==> config.mk <==
export PLATFORM = sky130hd
export DESIGN_NAME = shift_reg_universal
export DESIGN_NICKNAME = d
export VERILOG_FILES = /design/src/rtl/shift_reg_universal.sv
export SDC_FILE = /design/constraint.sdc
export NUM_CORES = 1
export LEC_CHECK = 0
export BUFFER_PORTS_ARGS = -buffer_cell sky130_fd_sc_hd__buf_4
export CORE_MARGIN = 2
export CORE_UTILIZATION = 51
export CTS_CLUSTER_SIZE = 24
export DETAILED_ROUTE_END_ITERATION = 8
export GPL_ROUTABILITY_DRIVEN = 0
export GPL_TIMING_DRIVEN = 0
export PLACE_DENSITY = 0.78
export SLEW_MARGIN = 30
export SYNTH_ARGS = -nofsm -noshare
export SYNTH_HDL_FRONTEND = slang
export SYNTH_SLANG_ARGS = --single-unit
==> constraint.sdc <==
create_clock -name clk -period 2.8 [get_ports clk]
set_input_delay 0.28 -clock clk [delete_from_list [all_inputs] [get_ports clk]]
set_output_delay 0.28 -clock clk [all_outputs]
set_load 0.02 [all_outputs]
==> src/rtl/shift_reg_universal.sv <==
// Universal WIDTH-bit register: hold / shift right / shift left / load, with saturating shift counter.
// Optional rotate (rot port) is enabled by defining SHIFT_REG_UNIVERSAL_ROTATE_EN.
module shift_reg_universal #(
    parameter int WIDTH = 8,
    parameter int CW    = $clog2(WIDTH + 1)
) (
    input  logic             clk,
    input  logic             clr,
    input  logic             pr,
    input  logic             en,
    input  logic [1:0]       mode,
    input  logic [WIDTH-1:0] d,
    input  logic             sin_r,
    input  logic             sin_l,
`ifdef SHIFT_REG_UNIVERSAL_ROTATE_EN
    input  logic             rot,
`endif
    output logic [WIDTH-1:0] q,
    output logic             sout_r,
    output logic             sout_l,
    output logic [CW-1:0]    cnt,
    output logic             full
);

    localparam logic [1:0] MODE_HOLD = 2'b00;
    localparam logic [1:0] MODE_SHR  = 2'b01;
    localparam logic [1:0] MODE_SHL  = 2'b10;
    localparam logic [1:0] MODE_LOAD = 2'b11;

    localparam logic [CW-1:0] CNT_MAX = CW'(WIDTH);

    logic [WIDTH-1:0] r_q;
    logic [CW-1:0]    r_cnt;

    logic             w_in_r;
    logic             w_in_l;
    logic             w_full;
    logic [CW-1:0]    w_cnt_inc;
    logic [WIDTH-1:0] w_q_nxt;
    logic [CW-1:0]    w_cnt_nxt;

`ifdef SHIFT_REG_UNIVERSAL_ROTATE_EN
    // Rotation recirculates the bit that is shifted out.
    assign w_in_r = rot ? r_q[0]       : sin_r;
    assign w_in_l = rot ? r_q[WIDTH-1] : sin_l;
`else
    assign w_in_r = sin_r;
    assign w_in_l = sin_l;
`endif

    assign w_full    = (r_cnt == CNT_MAX);
    assign w_cnt_inc = w_full ? r_cnt : r_cnt + 1'b1;

    always_comb begin
        w_q_nxt   = r_q;
        w_cnt_nxt = r_cnt;
        if (pr) begin
            w_q_nxt   = {WIDTH{1'b1}};
            w_cnt_nxt = '0;
        end else if (en) begin
            case (mode)
                MODE_HOLD: begin
                    w_q_nxt   = r_q;
                    w_cnt_nxt = r_cnt;
                end
                MODE_SHR: begin
                    w_q_nxt   = {w_in_r, r_q[WIDTH-1:1]};
                    w_cnt_nxt = w_cnt_inc;
                end
                MODE_SHL: begin
                    w_q_nxt   = {r_q[WIDTH-2:0], w_in_l};
                    w_cnt_nxt = w_cnt_inc;
                end
                MODE_LOAD: begin
                    w_q_nxt   = d;
                    w_cnt_nxt = '0;
                end
                default: begin
                    w_q_nxt   = r_q;
                    w_cnt_nxt = r_cnt;
                end
            endcase
        end
    end

    always_ff @(posedge clk or posedge clr) begin
        if (clr) begin
            r_q   <= '0;
            r_cnt <= '0;
        end else begin
            r_q   <= w_q_nxt;
            r_cnt <= w_cnt_nxt;
        end
    end

    assign q      = r_q;
    assign cnt    = r_cnt;
    assign full   = w_full;
    assign sout_r = r_q[0];
    assign sout_l = r_q[WIDTH-1];

endmodule

* After elaboration in Yosys (flattened, before gate mapping)
Index checks and enable logic that the tools add are counted.
** Word-level totals
- Register bits :: 12
- Input port bits :: 16
- Output and inout bits :: 15
- Logic and storage cells :: 21
** Cells by class
- Add/sub/neg operators :: 1
- Equal/unequal tests :: 6
- Muxes and demuxes :: 7
- Reductions and logical operators :: 5
** Operators by type and width (number)
- one-hot mux 8 bit (3 select lines) :: 1
- two-way mux 8 bit :: 2
- two-way mux 4 bit :: 3
- one-hot mux 4 bit (2 select lines) :: 1
- adder 4 x 1 -> 4 bit, second input constant :: 1
- equality test 2 bit, second input constant :: 2
- equality test 4 bit, second input constant :: 1
- != test 3 bit, second input constant :: 1
- AND reduction 3 bit :: 1
- equality test 2 x 1 -> 1 bit, second input constant :: 1
- logical NOT 2 bit :: 1
- != test 2 bit, second input constant :: 1
- AND reduction 2 bit :: 1
- nonzero test 2 bit :: 1
- OR reduction 2 bit :: 1

* Logic depth before layout (Yosys ltp)
- Depth in word-level cells :: 5
- Depth in mapped cells :: 7
- Gate-level depth less buffers :: 5

* Worst setup path before layout
OpenSTA, ideal clock, no wires.
- Path kind :: register to register
- From :: register r_cnt[0] (netlist: cnt[0])
- To :: register r_cnt[0] (netlist: cnt[0])
- Library setup time :: 0.125 ns
- Data arrival time :: 1.434 ns
- Required time :: 2.675 ns
- Slack :: 1.241 ns
- Cell stages (with the launch flop) :: 6
- Buffers on the path :: 0
- Period minus slack after synthesis :: 1.559 ns
- Cells stage by stage :: dfrtp_1 inv_1 ha_1 nand2_1 o32ai_4 mux2_4
** On the way
- Cells in the longest elaborated chain, start to end :: 5
- Elaborated cells between the ends (all ways) :: 8
- Those cells by class :: 1 x add/sub; 2 x eq/ne; 4 x mux; 1 x reduce/logical
** Ends and longest elaborated chain
- start: declaration :: RTL line 33 : logic [CW-1:0] r_cnt;
- start signal: assignment :: RTL line 92 : r_cnt <= w_cnt_nxt;
- adder 4 x 1 -> 4 bit :: RTL line 52 : assign w_cnt_inc = w_full ? r_cnt : r_cnt + 1'b1;
- two-way mux 4 bit :: RTL line 52
- one-hot mux 4 bit (2 select lines) :: RTL line 61 : case (mode)
- two-way mux 4 bit :: RTL line 60 : end else if (en) begin
- two-way mux 4 bit :: RTL line 57 : if (pr) begin
Parallel ways exist; a longest one is shown, timed or not. The select of a mux whose other input is x is not followed.
A chain may end at the register's enable or synchronous reset.

* Final worst setup path
- From :: register r_cnt[0] (netlist: cnt[0])
- To :: output full
** On the way
- Cells in the longest elaborated chain, start to end :: 1
** Ends and longest elaborated chain
- equality test 4 bit :: RTL line 51 : assign w_full = (r_cnt == CNT_MAX);
- end: declaration :: RTL line 22 : output logic full
Every way passes these cells.

==> metrics.txt <==
First-pass DRT Iterations 5; Critical Path Start Type flop; switching pwr 157 uW; source of the worst register-to-register timing path cnt[0]; clock slew at reported path FFs 0.09 ns; antenna violations before repair 0; Layout Area Growth over Synthesis 33.0%; final standard cell utilization of the core 73.5%; upper clock frequency limit 624 MHz; unrepaired setup endpoints after global routing false; CP endpoint kind output pin; total design power 488 uW; synth unique cells 24; WP data arrival 1.32 ns; total number of placement rows 14; first-pass GRT wire length 2880 um; Period Utilization, post-route 57.2%; PwrDens 431 mW/mm2; internal cell power 331 uW; Static Leakage 0.518 nW; Overflow after GRT 0; count of yosys warnings during synthesis 0; CP max stage delay 0.45 ns; total wire length 1940 um; Main synth FF type sky130_fd_sc_hd__dfrtp_1; endpoints failing hold 0; maximum vdd ir drop 0.221 mV; sequential group share of total power 41.5%; WL per Instance 13.6 um; total via count in the routed design 802; transition time of the tightest slew-check pin 0.536 ns; sequential area share after synthesis 35.2%; Root Driver sky130_fd_sc_hd__clkbuf_4; IO buf count 30; worst setup margin 1.20 ns; register-to-register path setup slack 1.23 ns; DRC viols 0; Syn Inst Count 92; via count of the first global-routing pass 670; number of routed nets with antenna violations 0; filler instances 119; CTS tree built; Final Net Count 149; Avg Cell Area, Syn 9.26 um2; maximum clock path buffer count 2; power share of the clock group 29.6%; number of post-CTS setup repair buffers 0; flops & latches, synth 12; critical path data required time 2.52 ns; Worst Hold Slack 0.00882 ns; Ant. Diodes 0; post-cts repair resize count 0; switch share 32.1%; Clock Sinks 12; ports placed on the boundary 31; terminus of the critical flop-to-flop path cnt[0]; synthesized net count 114; share of cells above drive strength 1 42.1%; Die X 44.9 um; final critical path time including I/O delays and setup 1.60 ns; Register Area 300 um2; setup-violating endpoint count in the final report 0; Register-to-Register Path Depth 5; Max Slew Vio Count 0; area enclosed by the die boundary 0.00201 mm2; number of DRC violations after detailed-routing iteration 0 28; clk_skew 0.00744 ns; clock latency reported for the late side of the worst-skew pair 0.28 ns; Die Height 44.9 um; Critical-path top delay cell sky130_fd_sc_hd__dfrtp_1; placement-stage worst setup slack 1.22 ns; CTS Hold Bufs 0; max-cap violation count 0; area of the mapped netlist 852 um2; CP Cell Sequence inv_1 -> ha_1 -> nand2_1 -> nor2_1 -> buf_4; maximum number of pins on one net before global-route repair 13; DP HPWL 1450 um; Vias/cell 5.65; share of flip-flops with an asynchronous set or reset after synthesis 100%; combinational power share 28.9%; type of the most critical hold path input port to asynchronous set/reset pin; Multi-input gate area 475 um2; global router's overall resource usage 19.9%; largest fanout on the critical path 6; starting density of the core 55.3%; final sum of negative setup slack 0 ns; headroom to the max-slew limit 64.2%; core box area 0.00154 mm2; Post-synth EDFFs 0; deepest level of the CTS H-tree 1; outcome finished clean; Setup Crit Path Kind flop to output pin; total clock buffers created by CTS 3
-- critical path, delay by kind of cell, from the launching register on --
family / cells / cell delay [ns]
buffers and inverters: 2 / 0.23
AND/OR/NAND/NOR: 2 / 0.17
adder cells (fa/ha/maj): 1 / 0.20
flip-flops: 1 / 0.45
-- cells in the mapped netlist, types with 2 or more instances --
| cell type | instances | share of area (%) |
|---|---|---|
| sky130_fd_sc_hd__a31oi_1 | 8 | 5.9 |
| sky130_fd_sc_hd__a21oi_2 | 8 | 8.2 |
| sky130_fd_sc_hd__o2bb2ai_1 | 2 | 2.1 |
| sky130_fd_sc_hd__nand2_1 | 10 | 4.4 |
| sky130_fd_sc_hd__nand3_1 | 9 | 5.3 |
| sky130_fd_sc_hd__dfrtp_1 | 12 | 35 |
| sky130_fd_sc_hd__inv_1 | 5 | 2.2 |
| sky130_fd_sc_hd__mux2i_1 | 2 | 2.3 |
| sky130_fd_sc_hd__buf_4 | 3 | 2.6 |
| sky130_fd_sc_hd__ha_1 | 6 | 8.8 |
| sky130_fd_sc_hd__clkbuf_1 | 2 | 0.88 |
| sky130_fd_sc_hd__nor2_1 | 4 | 1.8 |
| sky130_fd_sc_hd__buf_6 | 2 | 2.6 |
| sky130_fd_sc_hd__or2_2 | 2 | 1.5 |
| sky130_fd_sc_hd__nor3_1 | 8 | 4.7 |
-- how the worst max path moves through the flow --
stage,from,depth (start not counted),end,slack (ns)
3_5_place_dp,mode[0],7,q[6],1.22
4_1_cts,cnt[0],5,full,1.19
2_1_floorplan,cnt[0],5,cnt[0],1.24
6_report,cnt[0],5,full,1.20
3_3_place_gp,mode[0],8,q[1],1.23
5_1_grt,cnt[0],5,full,1.11
-- cell usage in the layout (no fill, tap or decap), types with 2 or more instances in the layout --
cell / n
sky130_fd_sc_hd__nor3_1: 8
sky130_fd_sc_hd__nor2_1: 4
sky130_fd_sc_hd__clkbuf_1: 2
sky130_fd_sc_hd__o2bb2ai_1: 2
sky130_fd_sc_hd__nand3_1: 9
sky130_fd_sc_hd__nand2_1: 10
sky130_fd_sc_hd__buf_6: 2
sky130_fd_sc_hd__ha_1: 6
sky130_fd_sc_hd__dfrtp_1: 12
sky130_fd_sc_hd__inv_1: 5
sky130_fd_sc_hd__buf_4: 33
sky130_fd_sc_hd__or2_2: 2
sky130_fd_sc_hd__clkbuf_4: 3
sky130_fd_sc_hd__mux2i_1: 2
sky130_fd_sc_hd__a31oi_1: 8
sky130_fd_sc_hd__a21oi_2: 8
-- final cells by class --
| type | instances | area share [%] |
|---|---|---|
| clock buffer | 4 | 3.20 |
| timing repair buffer | 30 | 19.9 |
| sequential | 12 | 26.5 |
| buffer | 8 | 5.08 |
| inverter | 5 | 1.66 |
| multi-input combinational | 67 | 41.9 |
| tap | 16 | 1.77 |
-- logic make-up after synthesis --
| family | Yosys count | synth area share (%) |
|---|---|---|
| flops | 12 | 35.2 |
| compound gates | 20 | 20.1 |
| mux | 3 | 4.11 |
| fa+ha+maj | 6 | 8.81 |
| buf+inv | 13 | 8.96 |
| simple gates | 38 | 22.8 |
-- power groups by stage --
| stage | logic [mW] | registers [mW] | clock network (mW) |
|---|---|---|---|
| floorplan | 0.0710 | 0.218 | 0 |
| global placement | 0.140 | 0.205 | 0 |
| detailed placement | 0.142 | 0.206 | 0 |
| CTS | 0.142 | 0.202 | 0.147 |
| global route | 0.153 | 0.204 | 0.152 |
| finish | 0.141 | 0.203 | 0.145 |
-- metal layers --
layer,vias up,wire (um),track usage (%)
met2,36,907,29.9
met1,369,860,27.8
met4,0,27,10.6
met3,4,141,2.80
li1,393,-,-
met5,-,0,0
-- registers in the layout (all words and copies together) (netlist names) --
register,flops
cnt,4
q,8
-- metrics by stage --
step | instances | instance area (um2)
2_1_floorplan | 92 | 852
3_3_place_gp | 138 | 1100
3_5_place_dp | 138 | 1100
4_1_cts | 142 | 1130
5_1_grt | 142 | 1130
6_report | 142 | 1130
No activity file was read; power rests on OpenSTA's default activity.
